--- src/rtl/uart_transmitter.sv ---
// 8N1 UART transmitter: one-byte holding register with ready/load handshake, LSB first, line idles high.
// Optional parity bit between data and stop when UART_TX_PARITY_EN is defined (sense from PARITY_ODD).
module uart_transmitter #(
   parameter int unsigned CLKS_PER_BIT = 5208,
   parameter int unsigned PARITY_ODD   = 0
) (
   input  logic       clk,
   input  logic       rst_n,
   input  logic [7:0] dataIn,
   input  logic       dataLoad,
   output logic       ready,
   output logic       serialOut,
   output logic       txActive,
   output logic       txDone
);

   localparam int unsigned CNT_W  = 16;
   localparam int unsigned DATA_W = 8;
   localparam int unsigned IDX_W  = 3;
   localparam logic [CNT_W-1:0] LAST_CNT = CNT_W'(CLKS_PER_BIT - 1);
   localparam logic [IDX_W-1:0] LAST_IDX = IDX_W'(DATA_W - 1);

   if (CLKS_PER_BIT < 2 || CLKS_PER_BIT > 65535 || PARITY_ODD > 1) begin : g_bad_params
      $error("uart_transmitter: CLKS_PER_BIT must be 2..65535 and PARITY_ODD 0 or 1");
   end

   typedef enum logic [2:0] {
      S_IDLE    = 3'd0,
      S_START   = 3'd1,
      S_DATA    = 3'd2,
      S_STOP    = 3'd3,
      S_CLEANUP = 3'd4
`ifdef UART_TX_PARITY_EN
      ,S_PARITY = 3'd5
`endif
   } state_e;

   state_e              state_q;
   logic [DATA_W-1:0]   hold_q;
   logic [DATA_W-1:0]   shift_q;
   logic [IDX_W-1:0]    bit_idx_q;
   logic [CNT_W-1:0]    clk_cnt_q;
   logic                ready_q;
   logic                serial_q;
   logic                active_q;
   logic                done_q;

   // Line outputs are registered from the state held during the cycle, so they lag the state by one edge.
   always_ff @(posedge clk) begin
      if (!rst_n) begin
         state_q   <= S_IDLE;
         hold_q    <= '0;
         shift_q   <= '0;
         bit_idx_q <= '0;
         clk_cnt_q <= '0;
         ready_q   <= 1'b1;
         serial_q  <= 1'b1;
         active_q  <= 1'b0;
         done_q    <= 1'b0;
      end else begin
         serial_q <= 1'b1;
         active_q <= 1'b0;
         done_q   <= 1'b0;

         case (state_q)
            S_IDLE: begin
               if (!ready_q) begin
                  shift_q   <= hold_q;
                  ready_q   <= 1'b1;
                  clk_cnt_q <= '0;
                  bit_idx_q <= '0;
                  state_q   <= S_START;
               end
            end

            S_START: begin
               serial_q <= 1'b0;
               active_q <= 1'b1;
               if (clk_cnt_q == LAST_CNT) begin
                  clk_cnt_q <= '0;
                  state_q   <= S_DATA;
               end else begin
                  clk_cnt_q <= clk_cnt_q + CNT_W'(1);
               end
            end

            S_DATA: begin
               serial_q <= shift_q[bit_idx_q];
               active_q <= 1'b1;
               if (clk_cnt_q == LAST_CNT) begin
                  clk_cnt_q <= '0;
                  if (bit_idx_q == LAST_IDX) begin
                     bit_idx_q <= '0;
`ifdef UART_TX_PARITY_EN
                     state_q   <= S_PARITY;
`else
                     state_q   <= S_STOP;
`endif
                  end else begin
                     bit_idx_q <= bit_idx_q + IDX_W'(1);
                  end
               end else begin
                  clk_cnt_q <= clk_cnt_q + CNT_W'(1);
               end
            end

`ifdef UART_TX_PARITY_EN
            S_PARITY: begin
               serial_q <= (^shift_q) ^ (PARITY_ODD != 0);
               active_q <= 1'b1;
               if (clk_cnt_q == LAST_CNT) begin
                  clk_cnt_q <= '0;
                  state_q   <= S_STOP;
               end else begin
                  clk_cnt_q <= clk_cnt_q + CNT_W'(1);
               end
            end
`endif

            S_STOP: begin
               active_q <= 1'b1;
               if (clk_cnt_q == LAST_CNT) begin
                  clk_cnt_q <= '0;
                  state_q   <= S_CLEANUP;
               end else begin
                  clk_cnt_q <= clk_cnt_q + CNT_W'(1);
               end
            end

            S_CLEANUP: begin
               done_q  <= 1'b1;
               state_q <= S_IDLE;
            end

            default: begin
               state_q <= S_IDLE;
            end
         endcase

         // IDLE only drains the holding register while ready_q is low, so the two never collide.
         if (dataLoad && ready_q) begin
            hold_q  <= dataIn;
            ready_q <= 1'b0;
         end
      end
   end

   assign ready     = ready_q;
   assign serialOut = serial_q;
   assign txActive  = active_q;
   assign txDone    = done_q;

endmodule

--- config.mk ---
export PLATFORM = sky130hd
export DESIGN_NAME = uart_transmitter
export DESIGN_NICKNAME = d
export VERILOG_FILES = /design/src/rtl/uart_transmitter.sv
export SDC_FILE = /design/constraint.sdc
export NUM_CORES = 1
export LEC_CHECK = 0
export CAP_MARGIN = 20
export CELL_PAD_IN_SITES_DETAIL_PLACEMENT = 1
export CELL_PAD_IN_SITES_GLOBAL_PLACEMENT = 1
export CORE_MARGIN = 2
export CORE_UTILIZATION = 47
export CTS_BUF_LIST = sky130_fd_sc_hd__clkbuf_16
export DETAILED_ROUTE_END_ITERATION = 16
export GPL_TIMING_DRIVEN = 0
export PLACE_DENSITY = 0.93
export SKIP_CTS_REPAIR_TIMING = 1
export SYNTH_ARGS = -nofsm -noshare
export SYNTH_HDL_FRONTEND = slang
export SYNTH_SLANG_ARGS = --single-unit
--- constraint.sdc ---
create_clock -name clk -period 3.28 [get_ports clk]
set_input_delay 0.82 -clock clk [delete_from_list [all_inputs] [get_ports clk]]
set_output_delay 0.82 -clock clk [all_outputs]
set_load 0.005 [all_outputs]
---- Word-level counts from Yosys, hierarchy flattened ----
Cells that the tools add are included.
operators by class
  add/sub/neg operators ................... 2
  magnitude comparators ................... 1
  equal/unequal tests ..................... 11
  muxes and demuxes ....................... 20
  bitwise gates (word level) .............. 1
  reduce and logical (&&, ||, !) cells .... 10
operator list
  cell                     number
  $mux W16                 2
  $pmux W16 S2             1
  $mux W3                  8
  $add A16 B1 Y16 const B  1
  $eq A16 B13 Y1 const B   1
  $pmux W3 S4              1
  $ne A2 B2 Y1 const B     5
  $eq A3 B2 Y1 const B     2
  $eq A3 B3 Y1 const B     2
  $pmux W3 S2              1
  $reduce_bool A2 Y1       3
  $mux W1                  5
  $reduce_and A5 Y1        1
  $lt A3 B4 Y1 const B     1
  $reduce_and A2 Y1        2
  $add A3 B1 Y3 const B    1
  $bmux W1 S3              1
  $eq A3 B1 Y1 const B     1
  $logic_not A3 Y1         1
  $reduce_and A3 Y1        1
  $reduce_or A3 Y1         1
  $pmux W1 S2              1
  $logic_and A1 B1 Y1      1
  $not A1 Y1               1
word-level totals
  register bits ........................... 42
  bits of input ports ..................... 11
  output and inout port bits .............. 4
  logic and storage cells ................. 54

---- Depth between registers and ports, before layout ----
  word-level depth ........................ 4
  mapped depth ............................ 7
  gate-level depth less buffers ........... 6

---- Least setup slack after synthesis ----
No wires, ideal clock.
  path type ............................... input port to flip-flop
  from .................................... in rst_n
  to ...................................... reg clk_cnt_q[13]
  setup time .............................. 0.074 ns
  arrival ................................. 1.818 ns
  data required time ...................... 3.206 ns
  slack ................................... 1.388 ns
  stages .................................. 6
  path buffers ............................ 1
  cells stage by stage .................... nor2b_1 o21ai_1 nor2_1 buf_2 a21oi_1 a31oi_1
RTL lines
  element               RTL line  source
  start, declared       8         input logic rst_n,
  end signal, assigned  83        clk_cnt_q <= clk_cnt_q + CNT_W'(1);
  end signal, assigned  103       clk_cnt_q <= clk_cnt_q + CNT_W'(1);
  end signal, assigned  126       clk_cnt_q <= clk_cnt_q + CNT_W'(1);
  end, declared         42        logic [CNT_W-1:0] clk_cnt_q;

==> results list <==
* Synthesized area per cell: 8.65 sq um
- DRC errors left: 0
* Post-Layout Inst Area: 2270 sq um
- The worst hold path belongs to the class reg2reg.
* Aggregate global-route resource usage: 0.258
- Hold Startpoint: shift_q[1]
* Synth warnings: 0
- From left edge to right edge, the die measures around 68 um.
- Summing all flip-flop and latch instances after layout gives 841 sq um.
* Most common cell after layout, fill and taps aside: dfxtp_1
* Worst-case register-to-register setup slack: 1120 ps
- The mapped netlist covers 1940 sq um.
- Final wirelength: around 5300 um
- Hold is met by 468 ps.
- Path depth of the worst reg2reg path: 7
- Across the VDD grid, the largest voltage drop is 0.000278 V.
- Result of the run: completed
- Via density: 5.99
- Leakage power: 0.817 nW
* Crit Reg-Reg Endpoint: clk_cnt_q[9]
- Final weighted congestion in routability-driven placement: 0.778
- Counting the fill cells in the layout gives 470.
- Unrepaired setup endpoints after global routing: no
* Cts bufs inserted: 5
- Entering global routing, the biggest net connects 14 pins.
- HPWL Detailed: 3690 um
- The multi-input combinational cells in the finished layout cover a total of 1030 sq um.
- Slew @ Worst Pin: 757 ps
- I/O pin count: 15
- Data arrives at the worst endpoint at 2870 ps.
- In this run, synthesis produced a sequential element count of 42.
- Clock sink count: 42
* Path type of the worst setup path: in2reg
- In this run the remaining antenna-violating nets after routing total 0.
- For hold timing, the worst endpoint is shift_q[1].
* Clock Latency Late Sink: 290 ps
- Of all nets on the critical path, the largest fanout is 10.
* Overall via count from detail_route: 1766
- Max-cap violations in this run came to 0.
- Clock skew after layout: 4.61 ps
* Count of inserted antenna diode cells: 0
- The tree is rooted in a clkbuf_16.
- Count of buffers from port buffering: 13
- The worst setup path is captured at a flop.
- The via count of the first global-routing pass was roughly 1.9k.
- Setup tns final: 0 ps
- Timing would allow up to 0.374 GHz.
- Relative slew margins: 0.491
* Post-synthesis sequential area ratio: 0.434
- Average wire per cell in the routed design: 17.9 um
* Initial standard-cell utilization of the core: 0.488
* Final Slew Violations: 0
- The top cell types in the final layout, fill and taps aside, are dfxtp_1, nand2_1, nand3_1, a21boi_0, clkdlybuf4s50_1.
- Area of the die: 4650 sq um
* Cell count after synthesis: 224
- Ratio of total power to cell area: 499 nW/um^2
* Area of the placeable core: around 4000 sq um
* Clock transition at the registers of the reported paths: 60 ps
- In the post-route analysis, the smallest setup slack over all paths is roughly 610 ps.
* Time the worst path needs with I/O delays and setup: 2670 ps
* Number of distinct standard cells referenced by the synthesized netlist: 42
- Hold Vio Cnt, Final: 0
* Reg2Reg Launch Point: clk_cnt_q[0]
- The die is 68.2 um tall.
- After the last flow step, the layout net total stands at 258.
* Ratio of final minimum period to clock period: 0.814
- Overall power consumption: 1.13 mW
- The H-tree generated during clock tree synthesis spans 2 levels.
- Antenna violations before repair: 0
- Overflow after GRT: 0
* Wire length of the first global-routing pass: 8780 um
- Compared with the post-synthesis result, the final layout area differs by 17.2%.
- CTS tree: done
- Required time at the worst-slack endpoint: 3480 ps
* Proportion of layout cells with a drive suffix above 1: 0.0816
- The floorplan has 23 rows.
- The clock passes through at most 2 buffers.
* Synth Net Count: 238
- Pre-CTS setup slack: 391 ps
* Drt initial violations: 102
- The worst setup path is launched from an input port.
- The first TritonRoute pass finished after 4 iterations.
- Final setup violation count: 0
- Summing all placed instances gives a cell area of 2130 sq um.
* Cell depth of the worst min-delay path: 2
## layer usage
metal / vias up / global-route usage / part of all wire
li1: 841 / - / -
met1: 868 / 0.268 / 0.41
met2: 42 / 0.488 / 0.53
met3: 15 / 0.0559 / 0.032
met4: 0 / 0.118 / 0.030
met5: - / 0 / 0
## power breakdown
group | internal (mW) | total (mW) | switching, mW | leakage, nW
combinational | 0.0459 | 0.115 | 0.0693 | 0.410
clock | 0.278 | 0.482 | 0.204 | 0.0672
sequential | 0.526 | 0.537 | 0.0104 | 0.341
## critical path: stages
cell and delay (ps):
clkdlybuf4s50_1 480, nor2b_1 160, o21ai_1 270, nor2_1 490
buf_2 320, a21oi_1 110, a31oi_1 210
## layout make-up
cell class,count,area share
tap,50,0.0275
clock inverter,3,0.00716
inverter,3,0.00496
multi-input combinational,167,0.452
buffer,12,0.0259
timing repair buffer,13,0.0573
clock buffer,5,0.0551
sequential,42,0.370
## cells in the mapped netlist
| cell type | count | area (sq um) |
|---|---|---|
| a211oi_1 | 1 | 7.51 |
| a21boi_0 | 16 | 120 |
| a21boi_1 | 2 | 15.0 |
| a21oi_1 | 8 | 40.0 |
| a22o_1 | 1 | 8.76 |
| a22oi_1 | 1 | 7.51 |
| a31oi_1 | 7 | 43.8 |
| a41oi_1 | 1 | 8.76 |
| and2_1 | 1 | 6.26 |
| and3_1 | 4 | 25.0 |
| and4_1 | 1 | 8.76 |
| and4_4 | 1 | 11.3 |
| and4bb_1 | 2 | 25.0 |
| buf_2 | 5 | 25.0 |
| buf_6 | 1 | 11.3 |
| clkbuf_1 | 6 | 22.5 |
| dfxtp_1 | 42 | 841 |
| ha_1 | 3 | 37.5 |
| inv_1 | 3 | 11.3 |
| mux2i_1 | 3 | 30.0 |
| mux4_2 | 2 | 45.0 |
| nand2_1 | 39 | 146 |
| nand2b_1 | 3 | 18.8 |
| nand3_1 | 20 | 100 |
| nand4_1 | 4 | 25.0 |
| nor2_1 | 10 | 37.5 |
| nor2b_1 | 5 | 31.3 |
| nor3_1 | 5 | 25.0 |
| nor3_2 | 1 | 10.0 |
| nor3b_1 | 2 | 15.0 |
| nor4_1 | 2 | 12.5 |
| nor4_2 | 1 | 12.5 |
| nor4b_1 | 1 | 8.76 |
| nor4b_2 | 1 | 15.0 |
| o21a_1 | 2 | 15.0 |
| o21ai_0 | 4 | 20.0 |
| o21ai_1 | 1 | 5.00 |
| or2_2 | 1 | 6.26 |
| or3_1 | 4 | 25.0 |
| or4_1 | 3 | 22.5 |
| xnor2_1 | 1 | 8.76 |
| xor2_1 | 3 | 26.3 |
## logic make-up (layout without fill, tap and decap cells)
family / Yosys count / after routing / synth area share
and+or+nand+nor: 111 / 111 / 0.303
AOI/OAI and AO/OA: 44 / 44 / 0.150
DFF: 42 / 42 / 0.434
buffers and inverters: 15 / 36 / 0.0361
muxes: 5 / 5 / 0.0387
xor gates and xnor gates: 4 / 4 / 0.0181
adders and majority gates: 3 / 3 / 0.0194
## how the worst max path moves through the flow
stage | from | endpoint | cells past startpoint
2_1_floorplan | rst_n | clk_cnt_q[13] | 6
3_5_place_dp | rst_n | clk_cnt_q[9] | 7
5_1_grt | rst_n | clk_cnt_q[9] | 7
6_report | rst_n | clk_cnt_q[9] | 7
3_3_place_gp | rst_n | clk_cnt_q[3] | 7
4_1_cts | rst_n | clk_cnt_q[9] | 7
## state kept, by name, indices dropped and copies added (netlist names)
name	flops
txActive	1
shift_q	8
hold_q	8
state_q	3
ready	1
clk_cnt_q	16
txDone	1
bit_idx_q	3
serialOut	1
## stage by stage
step / std cells / util
finish: 295 / 0.572
global route: 295 / 0.572
CTS: 295 / 0.572
detailed placement: 287 / 0.537
global placement: 287 / 0.537
floorplan: 224 / -
No activity file was read; power rests on OpenSTA's default activity.
